[src/rtl/sram_march_tester_pkg.sv]
// Shared definitions for the SRAM March C- tester: FSM encoding, element table, RAM op codes.
package sram_march_tester_pkg;

  typedef enum logic [1:0] {
    ST_IDLE  = 2'd0,
    ST_RUN   = 2'd1,
    ST_CHECK = 2'd2,
    ST_DONE  = 2'd3
  } state_t;

  localparam logic RW_WRITE = 1'b0;
  localparam logic RW_READ  = 1'b1;

  localparam logic [2:0] ELEM_LAST = 3'd5;

  // One March element: walk direction, read/write background select, which ops it contains.
  typedef struct packed {
    logic down;
    logic rd_bg1;
    logic wr_bg1;
    logic has_rd;
    logic has_wr;
  } elem_t;

  // March C-: E0 up w0 | E1 up r0,w1 | E2 up r1,w0 | E3 down r0,w1 | E4 down r1,w0 | E5 up r0
  function automatic elem_t elem_info(input logic [2:0] el);
    case (el)
      3'd0:    elem_info = '{down: 1'b0, rd_bg1: 1'b0, wr_bg1: 1'b0, has_rd: 1'b0, has_wr: 1'b1};
      3'd1:    elem_info = '{down: 1'b0, rd_bg1: 1'b0, wr_bg1: 1'b1, has_rd: 1'b1, has_wr: 1'b1};
      3'd2:    elem_info = '{down: 1'b0, rd_bg1: 1'b1, wr_bg1: 1'b0, has_rd: 1'b1, has_wr: 1'b1};
      3'd3:    elem_info = '{down: 1'b1, rd_bg1: 1'b0, wr_bg1: 1'b1, has_rd: 1'b1, has_wr: 1'b1};
      3'd4:    elem_info = '{down: 1'b1, rd_bg1: 1'b1, wr_bg1: 1'b0, has_rd: 1'b1, has_wr: 1'b1};
      3'd5:    elem_info = '{down: 1'b0, rd_bg1: 1'b0, wr_bg1: 1'b0, has_rd: 1'b1, has_wr: 1'b0};
      default: elem_info = '{down: 1'b0, rd_bg1: 1'b0, wr_bg1: 1'b0, has_rd: 1'b0, has_wr: 1'b0};
    endcase
  endfunction

  function automatic logic elem_is_down(input logic [2:0] el);
    elem_t e;
    e = elem_info(el);
    return e.down;
  endfunction

endpackage

[src/rtl/sram_march_tester_if.sv]
// Single-port SRAM port: chip enable, read/write select, address, write data, registered read data.
interface sram_march_tester_if #(
  parameter int P_ADDR_W = 6,
  parameter int P_DATA_W = 8
) ();

  logic                ce;
  logic                rw;
  logic [P_ADDR_W-1:0] addr;
  logic [P_DATA_W-1:0] wdata;
  logic [P_DATA_W-1:0] rdata;

  modport master (output ce, output rw, output addr, output wdata, input rdata);
  modport slave  (input ce, input rw, input addr, input wdata, output rdata);

endinterface

[src/rtl/sram_march_addr_gen.sv]
// Up/down address counter for the March walk: load to the element start, step, last-address flag.
module sram_march_addr_gen #(
  parameter int P_ADDR_W = 6
) (
  input  logic                i_clk,
  input  logic                i_rst_n,
  input  logic                i_load,
  input  logic                i_load_down,
  input  logic                i_step,
  input  logic                i_down,
  output logic [P_ADDR_W-1:0] o_addr,
  output logic                o_last
);

  logic [P_ADDR_W-1:0] addr_q;

  // Load wins over step; step is only requested off the last address, so the count never wraps.
  always_ff @(posedge i_clk or negedge i_rst_n) begin
    if (!i_rst_n)
      addr_q <= '0;
    else if (i_load)
      addr_q <= {P_ADDR_W{i_load_down}};
    else if (i_step)
      addr_q <= i_down ? addr_q - 1'b1 : addr_q + 1'b1;
  end

  assign o_addr = addr_q;
  assign o_last = i_down ? (addr_q == '0) : (addr_q == {P_ADDR_W{1'b1}});

endmodule

[src/rtl/sram_march_tester.sv]
// March C- self-test initiator for one single-port SRAM; reports pass/fail and the first miscompare.
module sram_march_tester
  import sram_march_tester_pkg::*;
#(
  parameter int                  P_ADDR_W = 6,
  parameter int                  P_DATA_W = 8,
  parameter logic [P_DATA_W-1:0] P_BG     = 8'h55
) (
  input  logic                i_clk,
  input  logic                i_rst_n,
  input  logic                i_start,
  output logic                o_busy,
  output logic                o_done,
  output logic                o_pass,
  output logic [P_ADDR_W-1:0] o_fail_addr,
  output logic [P_DATA_W-1:0] o_fail_exp,
  output logic [P_DATA_W-1:0] o_fail_got,
  sram_march_tester_if.master ram
);

  function automatic logic [P_DATA_W-1:0] bg(input logic one);
    return one ? ~P_BG : P_BG;
  endfunction

  state_t              state_q, state_d;
  logic [2:0]          el_q, el_d;
  logic                ph_q, ph_d;        // 1 = write half of an r,w pair
  elem_t               info;
  logic                is_rd;
  logic                mis;
  logic                ag_load, ag_load_down, ag_step, ag_last;
  logic [P_ADDR_W-1:0] ag_addr;
  logic                ce_c, rw_c;
  logic [P_ADDR_W-1:0] addr_c;
  logic [P_DATA_W-1:0] wdata_c;
  logic                rd_vld_p1;
  logic [P_DATA_W-1:0] rd_exp_p1;
  logic [P_ADDR_W-1:0] rd_addr_p1;

  assign info  = elem_info(el_q);
  assign is_rd = info.has_rd && !ph_q;
  // Read data arrives one cycle after the read; compare it against the background captured then.
  assign mis   = rd_vld_p1 && (ram.rdata != rd_exp_p1);

  sram_march_addr_gen #(.P_ADDR_W(P_ADDR_W)) u_addr_gen (
    .i_clk       (i_clk),
    .i_rst_n     (i_rst_n),
    .i_load      (ag_load),
    .i_load_down (ag_load_down),
    .i_step      (ag_step),
    .i_down      (info.down),
    .o_addr      (ag_addr),
    .o_last      (ag_last)
  );

  // Next-state and RAM op decode; a miscompare kills the op in the same cycle and aborts.
  always_comb begin
    state_d      = state_q;
    el_d         = el_q;
    ph_d         = ph_q;
    ag_load      = 1'b0;
    ag_load_down = 1'b0;
    ag_step      = 1'b0;
    ce_c         = 1'b0;
    rw_c         = RW_WRITE;
    addr_c       = '0;
    wdata_c      = '0;
    case (state_q)
      ST_IDLE, ST_DONE: begin
        if (i_start) begin
          state_d      = ST_RUN;
          el_d         = 3'd0;
          ph_d         = 1'b0;
          ag_load      = 1'b1;
          ag_load_down = elem_is_down(3'd0);
        end
      end
      ST_RUN: begin
        if (mis) begin
          state_d = ST_DONE;
        end else begin
          ce_c   = 1'b1;
          addr_c = ag_addr;
          if (is_rd) begin
            rw_c = RW_READ;
          end else begin
            rw_c    = RW_WRITE;
            wdata_c = bg(info.wr_bg1);
          end
          if (is_rd && info.has_wr) begin
            ph_d = 1'b1;
          end else begin
            ph_d = 1'b0;
            if (ag_last) begin
              if (el_q == ELEM_LAST) begin
                state_d = ST_CHECK;
              end else begin
                el_d         = el_q + 3'd1;
                ag_load      = 1'b1;
                ag_load_down = elem_is_down(el_q + 3'd1);
              end
            end else begin
              ag_step = 1'b1;
            end
          end
        end
      end
      ST_CHECK: state_d = ST_DONE;
      default:  state_d = ST_IDLE;
    endcase
  end

  // FSM, element/phase counters and read-valid pipeline flag.
  always_ff @(posedge i_clk or negedge i_rst_n) begin
    if (!i_rst_n) begin
      state_q   <= ST_IDLE;
      el_q      <= 3'd0;
      ph_q      <= 1'b0;
      rd_vld_p1 <= 1'b0;
    end else begin
      state_q   <= state_d;
      el_q      <= el_d;
      ph_q      <= ph_d;
      rd_vld_p1 <= ce_c && (rw_c == RW_READ);
    end
  end

  // ---- stage p1: expected data and address of the read issued last cycle
  always_ff @(posedge i_clk) begin
    rd_exp_p1  <= bg(info.rd_bg1);
    rd_addr_p1 <= ag_addr;
  end

  // Status: cleared on start, first miscompare captured, pass set on clean completion.
  always_ff @(posedge i_clk or negedge i_rst_n) begin
    if (!i_rst_n) begin
      o_pass      <= 1'b0;
      o_fail_addr <= '0;
      o_fail_exp  <= '0;
      o_fail_got  <= '0;
    end else if (state_q == ST_IDLE || state_q == ST_DONE) begin
      if (i_start) begin
        o_pass      <= 1'b0;
        o_fail_addr <= '0;
        o_fail_exp  <= '0;
        o_fail_got  <= '0;
      end
    end else if (mis) begin
      o_pass      <= 1'b0;
      o_fail_addr <= rd_addr_p1;
      o_fail_exp  <= rd_exp_p1;
      o_fail_got  <= ram.rdata;
    end else if (state_d == ST_DONE) begin
      o_pass <= 1'b1;
    end
  end

  assign o_busy    = (state_q == ST_RUN) || (state_q == ST_CHECK);
  assign o_done    = (state_q == ST_DONE);
  assign ram.ce    = ce_c;
  assign ram.rw    = rw_c;
  assign ram.addr  = addr_c;
  assign ram.wdata = wdata_c;

endmodule

[src/flat_wrapper.sv]
// flat-port wrapper written by rule: the top's interface ports become plain ports
module sram_march_tester_flat import sram_march_tester_pkg::*;
#(
  parameter int                  P_ADDR_W = 6,
  parameter int                  P_DATA_W = 8,
  parameter logic [P_DATA_W-1:0] P_BG     = 8'h55
)
  (i_clk, i_rst_n, i_start, o_busy, o_done, o_pass, o_fail_addr, o_fail_exp, o_fail_got, ram_ce, ram_rw, ram_addr, ram_wdata, ram_rdata);
  sram_march_tester_if #(.P_ADDR_W(P_ADDR_W), .P_DATA_W(P_DATA_W)) ram_i ();
  input  logic i_clk;
  input  logic i_rst_n;
  input  logic i_start;
  output logic o_busy;
  output logic o_done;
  output logic o_pass;
  output logic [P_ADDR_W-1:0] o_fail_addr;
  output logic [P_DATA_W-1:0] o_fail_exp;
  output logic [P_DATA_W-1:0] o_fail_got;
  output wire logic [$bits(ram_i.ce)-1:0] ram_ce;
  output wire logic [$bits(ram_i.rw)-1:0] ram_rw;
  output wire logic [$bits(ram_i.addr)-1:0] ram_addr;
  output wire logic [$bits(ram_i.wdata)-1:0] ram_wdata;
  input wire logic [$bits(ram_i.rdata)-1:0] ram_rdata;
  assign ram_ce = ram_i.ce;
  assign ram_rw = ram_i.rw;
  assign ram_addr = ram_i.addr;
  assign ram_wdata = ram_i.wdata;
  assign ram_i.rdata = ram_rdata;
  sram_march_tester #(.P_ADDR_W(P_ADDR_W), .P_DATA_W(P_DATA_W), .P_BG(P_BG)) u_core (.i_clk(i_clk), .i_rst_n(i_rst_n), .i_start(i_start), .o_busy(o_busy), .o_done(o_done), .o_pass(o_pass), .o_fail_addr(o_fail_addr), .o_fail_exp(o_fail_exp), .o_fail_got(o_fail_got), .ram(ram_i));
endmodule
[config.mk]
export PLATFORM = sky130hd
export DESIGN_NAME = sram_march_tester_flat
export DESIGN_NICKNAME = d
export VERILOG_FILES = /design/src/rtl/sram_march_tester_pkg.sv /design/src/rtl/sram_march_tester_if.sv /design/src/rtl/sram_march_addr_gen.sv /design/src/rtl/sram_march_tester.sv /design/src/flat_wrapper.sv
export SDC_FILE = /design/constraint.sdc
export NUM_CORES = 1
export LEC_CHECK = 0
export CORE_MARGIN = 2
export CORE_UTILIZATION = 40
export CTS_BUF_LIST = sky130_fd_sc_hd__clkbuf_4
export DETAILED_ROUTE_END_ITERATION = 10
export GPL_TIMING_DRIVEN = 0
export PLACE_DENSITY = 0.73
export REMOVE_ABC_BUFFERS = 1
export SYNTH_ARGS = -nofsm -noshare
export SYNTH_HDL_FRONTEND = slang
export SYNTH_SLANG_ARGS = --single-unit
[constraint.sdc]
create_clock -name i_clk -period 2.7 [get_ports i_clk]
set_clock_uncertainty 0.1 [all_clocks]
set_input_delay 0.405 -clock i_clk [delete_from_list [all_inputs] [get_ports i_clk]]
set_output_delay 0.405 -clock i_clk [all_outputs]
set_load 0.01 [all_outputs]
==> impl_results.rst <==
.. list-table::
   :header-rows: 1

   * - Metric
     - Value
   * - Run status
     - finished, violations left
   * - Violations in the final reports
     - setup timing
   * - Sw power
     - 1.72 mW
   * - Total of max-cap violations
     - 0
   * - Sequential group share of total power
     - 25.9%
   * - Number of synthesized flops with an enable pin
     - 0
   * - Critical Path AT
     - 2200 ps
   * - Die footprint
     - 5910 µm²
   * - CP Cell Sequence
     - clkdlybuf4s50_1, mux2i_1, o21ai_4, buf_4, buf_6, buf_4, and3_1, dlygate4sd2_1
   * - Worst setup margin
     - -7.87 ps
   * - Final weighted congestion in routability-driven placement
     - 0.840
   * - Cell count after synthesis
     - 233
   * - Library cell contributing the largest single delay on the critical path
     - sky130_fd_sc_hd__clkdlybuf4s50_1
   * - Setup slack after placement
     - -1340 ps
   * - GR Util All Layers
     - 17.4%
   * - Worst-path fanout max
     - 8
   * - Via count of the first global-routing pass
     - 1,781
   * - # port buffers
     - 51
   * - Core footprint
     - 5110 µm²
   * - Leading register cell type out of synthesis
     - sky130_fd_sc_hd__dfrtp_1
   * - Design Area, Final
     - 2940 µm²
   * - Average cell area after synthesis
     - 9.12 µm²
   * - Total length of routed wires
     - 5.14 mm
   * - Proportion of synthesized flip-flops having asynchronous set or reset
     - 78.9%
   * - Synth unique cells
     - 49
   * - Count of endpoints failing setup in the final report
     - 1
   * - Crit path buffers/inverters
     - 5
   * - Grt ovf
     - 0
   * - Root buf cell
     - sky130_fd_sc_hd__clkbuf_4
   * - Dpl hpwl
     - 3.32 mm
   * - Switching share of total power
     - 42.0%
   * - Clock power frac
     - 12.0%
   * - Element type at the critical path end
     - primary output
   * - Cell area power density
     - 1390 nW/µm²
   * - Clock transition at the registers of the reported paths
     - 120 ps
   * - Total via count after detailed routing
     - 1,894
   * - Setup repair after global routing missed its margin
     - true
   * - Slew Limit Headroom
     - 49.6%
   * - Period minus WS final
     - 2710 ps
   * - Min-Delay Path Class
     - flop to flop
   * - Non-filler cells in the finished layout
     - 358
   * - Synth Register Bits
     - 38
   * - Ratio of final minimum period to clock period
     - 100%
   * - Layout Nets
     - 312
   * - Largest net degree at the start of global routing
     - 32
   * - Number of antenna cells inserted
     - 0
   * - CTS max path bufs
     - 2
   * - Worst Tran Pin Value
     - 755 ps
   * - Hold violation count in the final report
     - 0
   * - Number of buffers inserted during clock tree synthesis
     - 5
   * - TritonCTS clock tree
     - yes
   * - Share of total power in combinational logic
     - 62.1%
   * - Number of top-level pins
     - 52
   * - # rows
     - 26
   * - Area Growth Syn to Fin
     - 38.5%
   * - Number of iterations in the first detailed-routing pass
     - 4
   * - Floorplan die width
     - 76.9 µm
   * - Post-placement cell area
     - 2600 µm²
   * - Final routed DRC violation total
     - 0
   * - # H-tree levels
     - 2
   * - Int Power
     - 2.38 mW
   * - P_leak
     - 1.33 nW
   * - Global-route wire length before repair
     - 8.35 mm
   * - Initial cell density of the core
     - 41.6%
   * - Fmax
     - 369 MHz
   * - Element type at the critical path start
     - primary input
   * - First-iteration detailed-routing DRC count
     - 71
   * - Cell total after placement
     - 334
   * - Num Clock Sinks
     - 38
   * - Routed vias/inst
     - 5.29
   * - Cell type group with the largest total delay on the critical path
     - buffers and inverters
   * - Dominant cell type by count on the critical path
     - sky130_fd_sc_hd__buf_4
   * - Worst setup path class
     - primary input to primary output
   * - Clk Latency, worst-skew pair
     - 350 ps
   * - Floorplan die height
     - 76.9 µm
   * - Share of the yosys chip area belonging to registers
     - 42.9%
   * - Aggregate negative setup slack
     - -7.87 ps
   * - Layout cell share with drive strength beyond 1
     - 21.9%
   * - Post-route antenna net violation count
     - 0
   * - Required arrival time at the worst endpoint
     - 2190 ps
   * - Total standard cell area after synthesis
     - 2120 µm²
   * - Number of max-slew violations in the final report
     - 0
   * - Antenna violations before repair
     - 0
   * - FILL cells
     - 443
   * - Max stage delay on crit path
     - 500 ps
   * - Yosys warns
     - 0
   * - Wire per inst
     - 14.4 µm
   * - Worst vdd rail ir drop
     - 0.499 mV
-- cells in the final DEF (no fill, tap or decap), types with 6 or more instances in the layout --
cell,instances
sky130_fd_sc_hd__buf_4,11
sky130_fd_sc_hd__dlygate4sd2_1,14
sky130_fd_sc_hd__and3_1,7
sky130_fd_sc_hd__o21ai_0,20
sky130_fd_sc_hd__ha_1,9
sky130_fd_sc_hd__dfrtp_1,28
sky130_fd_sc_hd__nand2_1,42
sky130_fd_sc_hd__nor2_1,12
sky130_fd_sc_hd__a21oi_1,6
sky130_fd_sc_hd__clkdlybuf4s50_1,28
sky130_fd_sc_hd__inv_1,10
sky130_fd_sc_hd__buf_6,8
sky130_fd_sc_hd__dfxtp_1,8
-- worst paths after layout --
check | start | to | slack, ps | cells past startpoint
hold reg to reg | u_core.rd_addr_p1[0] | u_core.o_fail_addr[0] | 350 | 2
max in group asynchronous | i_rst_n | u_core.el_q[2] | 1490 | 2
setup / recovery | ram_rdata[0] | ram_addr[5] | -8 | 8
setup reg to reg | u_core.el_q[0] | u_core.u_addr_gen.o_addr[5] | 30 | 12
hold / removal | u_core.rd_addr_p1[0] | u_core.o_fail_addr[0] | 350 | 2
min in group asynchronous | i_rst_n | u_core.o_fail_got[2] | 520 | 2
-- state kept, by name, summed over array words and instances (netlist names) --
register,flops
u_core.rd_exp_p1,2
u_core.o_pass,1
u_core.o_fail_exp,2
u_core.o_fail_got,8
u_core.state_q,2
u_core.rd_vld_p1,1
u_core.rd_addr_p1,6
u_core.u_addr_gen.o_addr,6
u_core.el_q,3
u_core.o_fail_addr,6
u_core.ph_q,1
-- cell type report --
class	instances	area [µm²]	area share, %
multi-input combinational	163	1170	39.7
clock inverter	3	68.8	2.34
tap	70	87.6	2.98
clock buffer	5	37.5	1.28
sequential	38	913	31.0
timing repair buffer	68	626	21.3
inverter	11	41.3	1.40
-- power by group through the flow --
| stage | clock [mW] | combinational (mW) | sequential (mW) |
|---|---|---|---|
| floorplan | 0 | 1.29 | 1.09 |
| global placement | 0 | 2.18 | 1.06 |
| detailed placement | 0 | 2.25 | 1.07 |
| CTS | 0.500 | 2.36 | 1.06 |
| global route | 0.528 | 2.80 | 1.11 |
| finish | 0.493 | 2.55 | 1.06 |
-- worst register-to-register path: stages (launching register included) --
cell                       delay, ps
sky130_fd_sc_hd__dfrtp_2         450
sky130_fd_sc_hd__inv_1           210
sky130_fd_sc_hd__ha_2            260
sky130_fd_sc_hd__a21o_4          160
sky130_fd_sc_hd__buf_6           150
sky130_fd_sc_hd__ha_1            240
sky130_fd_sc_hd__a21o_1          190
sky130_fd_sc_hd__a21oi_2         130
sky130_fd_sc_hd__o21bai_1         70
sky130_fd_sc_hd__a21oi_1         170
sky130_fd_sc_hd__xnor2_1         160
sky130_fd_sc_hd__a21oi_1          90
sky130_fd_sc_hd__o22a_1          200
-- repair_timing --
action | 4_1_cts | 5_1_grt
setup endpoints to repair | 22 | 15
pin swaps | 9 | 6
hold buffers | 1 | 0
gates resized for setup | 63 | 19
buffers inserted | 11 | 5
endpoints found under the hold margin | 14 | 0
-- layer usage --
layer | vias up | global-route usage [%] | part of all wire (%)
met5 | - | 0 | 0
met4 | 0 | 5.27 | 1.9
met3 | 10 | 5.18 | 5.7
met2 | 59 | 29.4 | 50
met1 | 912 | 21.5 | 43
li1 | 913 | - | -
-- Yosys cell counts, drive strengths merged, types with 2 or more instances --
| library cell | count | area share, % |
|---|---|---|
| o31ai | 2 | 0.71 |
| xnor2 | 3 | 1.2 |
| nor3 | 7 | 2.2 |
| ha | 13 | 7.7 |
| nor2 | 15 | 2.8 |
| a21o | 5 | 2.2 |
| nor4 | 6 | 1.8 |
| buf | 13 | 4.8 |
| a21oi | 8 | 1.9 |
| nand2 | 43 | 7.6 |
| clkbuf | 8 | 1.5 |
| o22a | 5 | 2.1 |
| o21ai | 21 | 4.9 |
| dfxtp | 8 | 7.5 |
| dfrtp | 30 | 35 |
| inv | 11 | 1.9 |
| and3 | 8 | 2.4 |
| mux2i | 2 | 0.94 |
| nand3 | 2 | 0.47 |
| and4 | 2 | 0.82 |
-- stage by stage --
stage | hold slack, ps | util, % | total power, mW
after floorplan | 9.41 | - | 2.38
after global placement | 315 | 50.7 | 3.24
after detailed placement | 321 | 50.9 | 3.32
after CTS | 327 | 55.5 | 3.92
after global routing | 361 | 57.6 | 4.44
final | 347 | 57.6 | 4.11
-- logic make-up (layout without fill, tap and decap cells) --
logic type / Yosys count / after routing / share of synthesized area [%]
AO/OA/AOI/OAI: 53 / 53 / 17.3
multiplexers: 3 / 3 / 1.47
buffers and inverters: 32 / 87 / 8.25
AND/OR/NAND/NOR: 89 / 89 / 19.9
XOR/XNOR: 4 / 4 / 1.65
flip-flops: 38 / 38 / 42.9
adder cells (fa/ha/maj): 14 / 14 / 8.60
No activity file was read; power rests on OpenSTA's default activity.
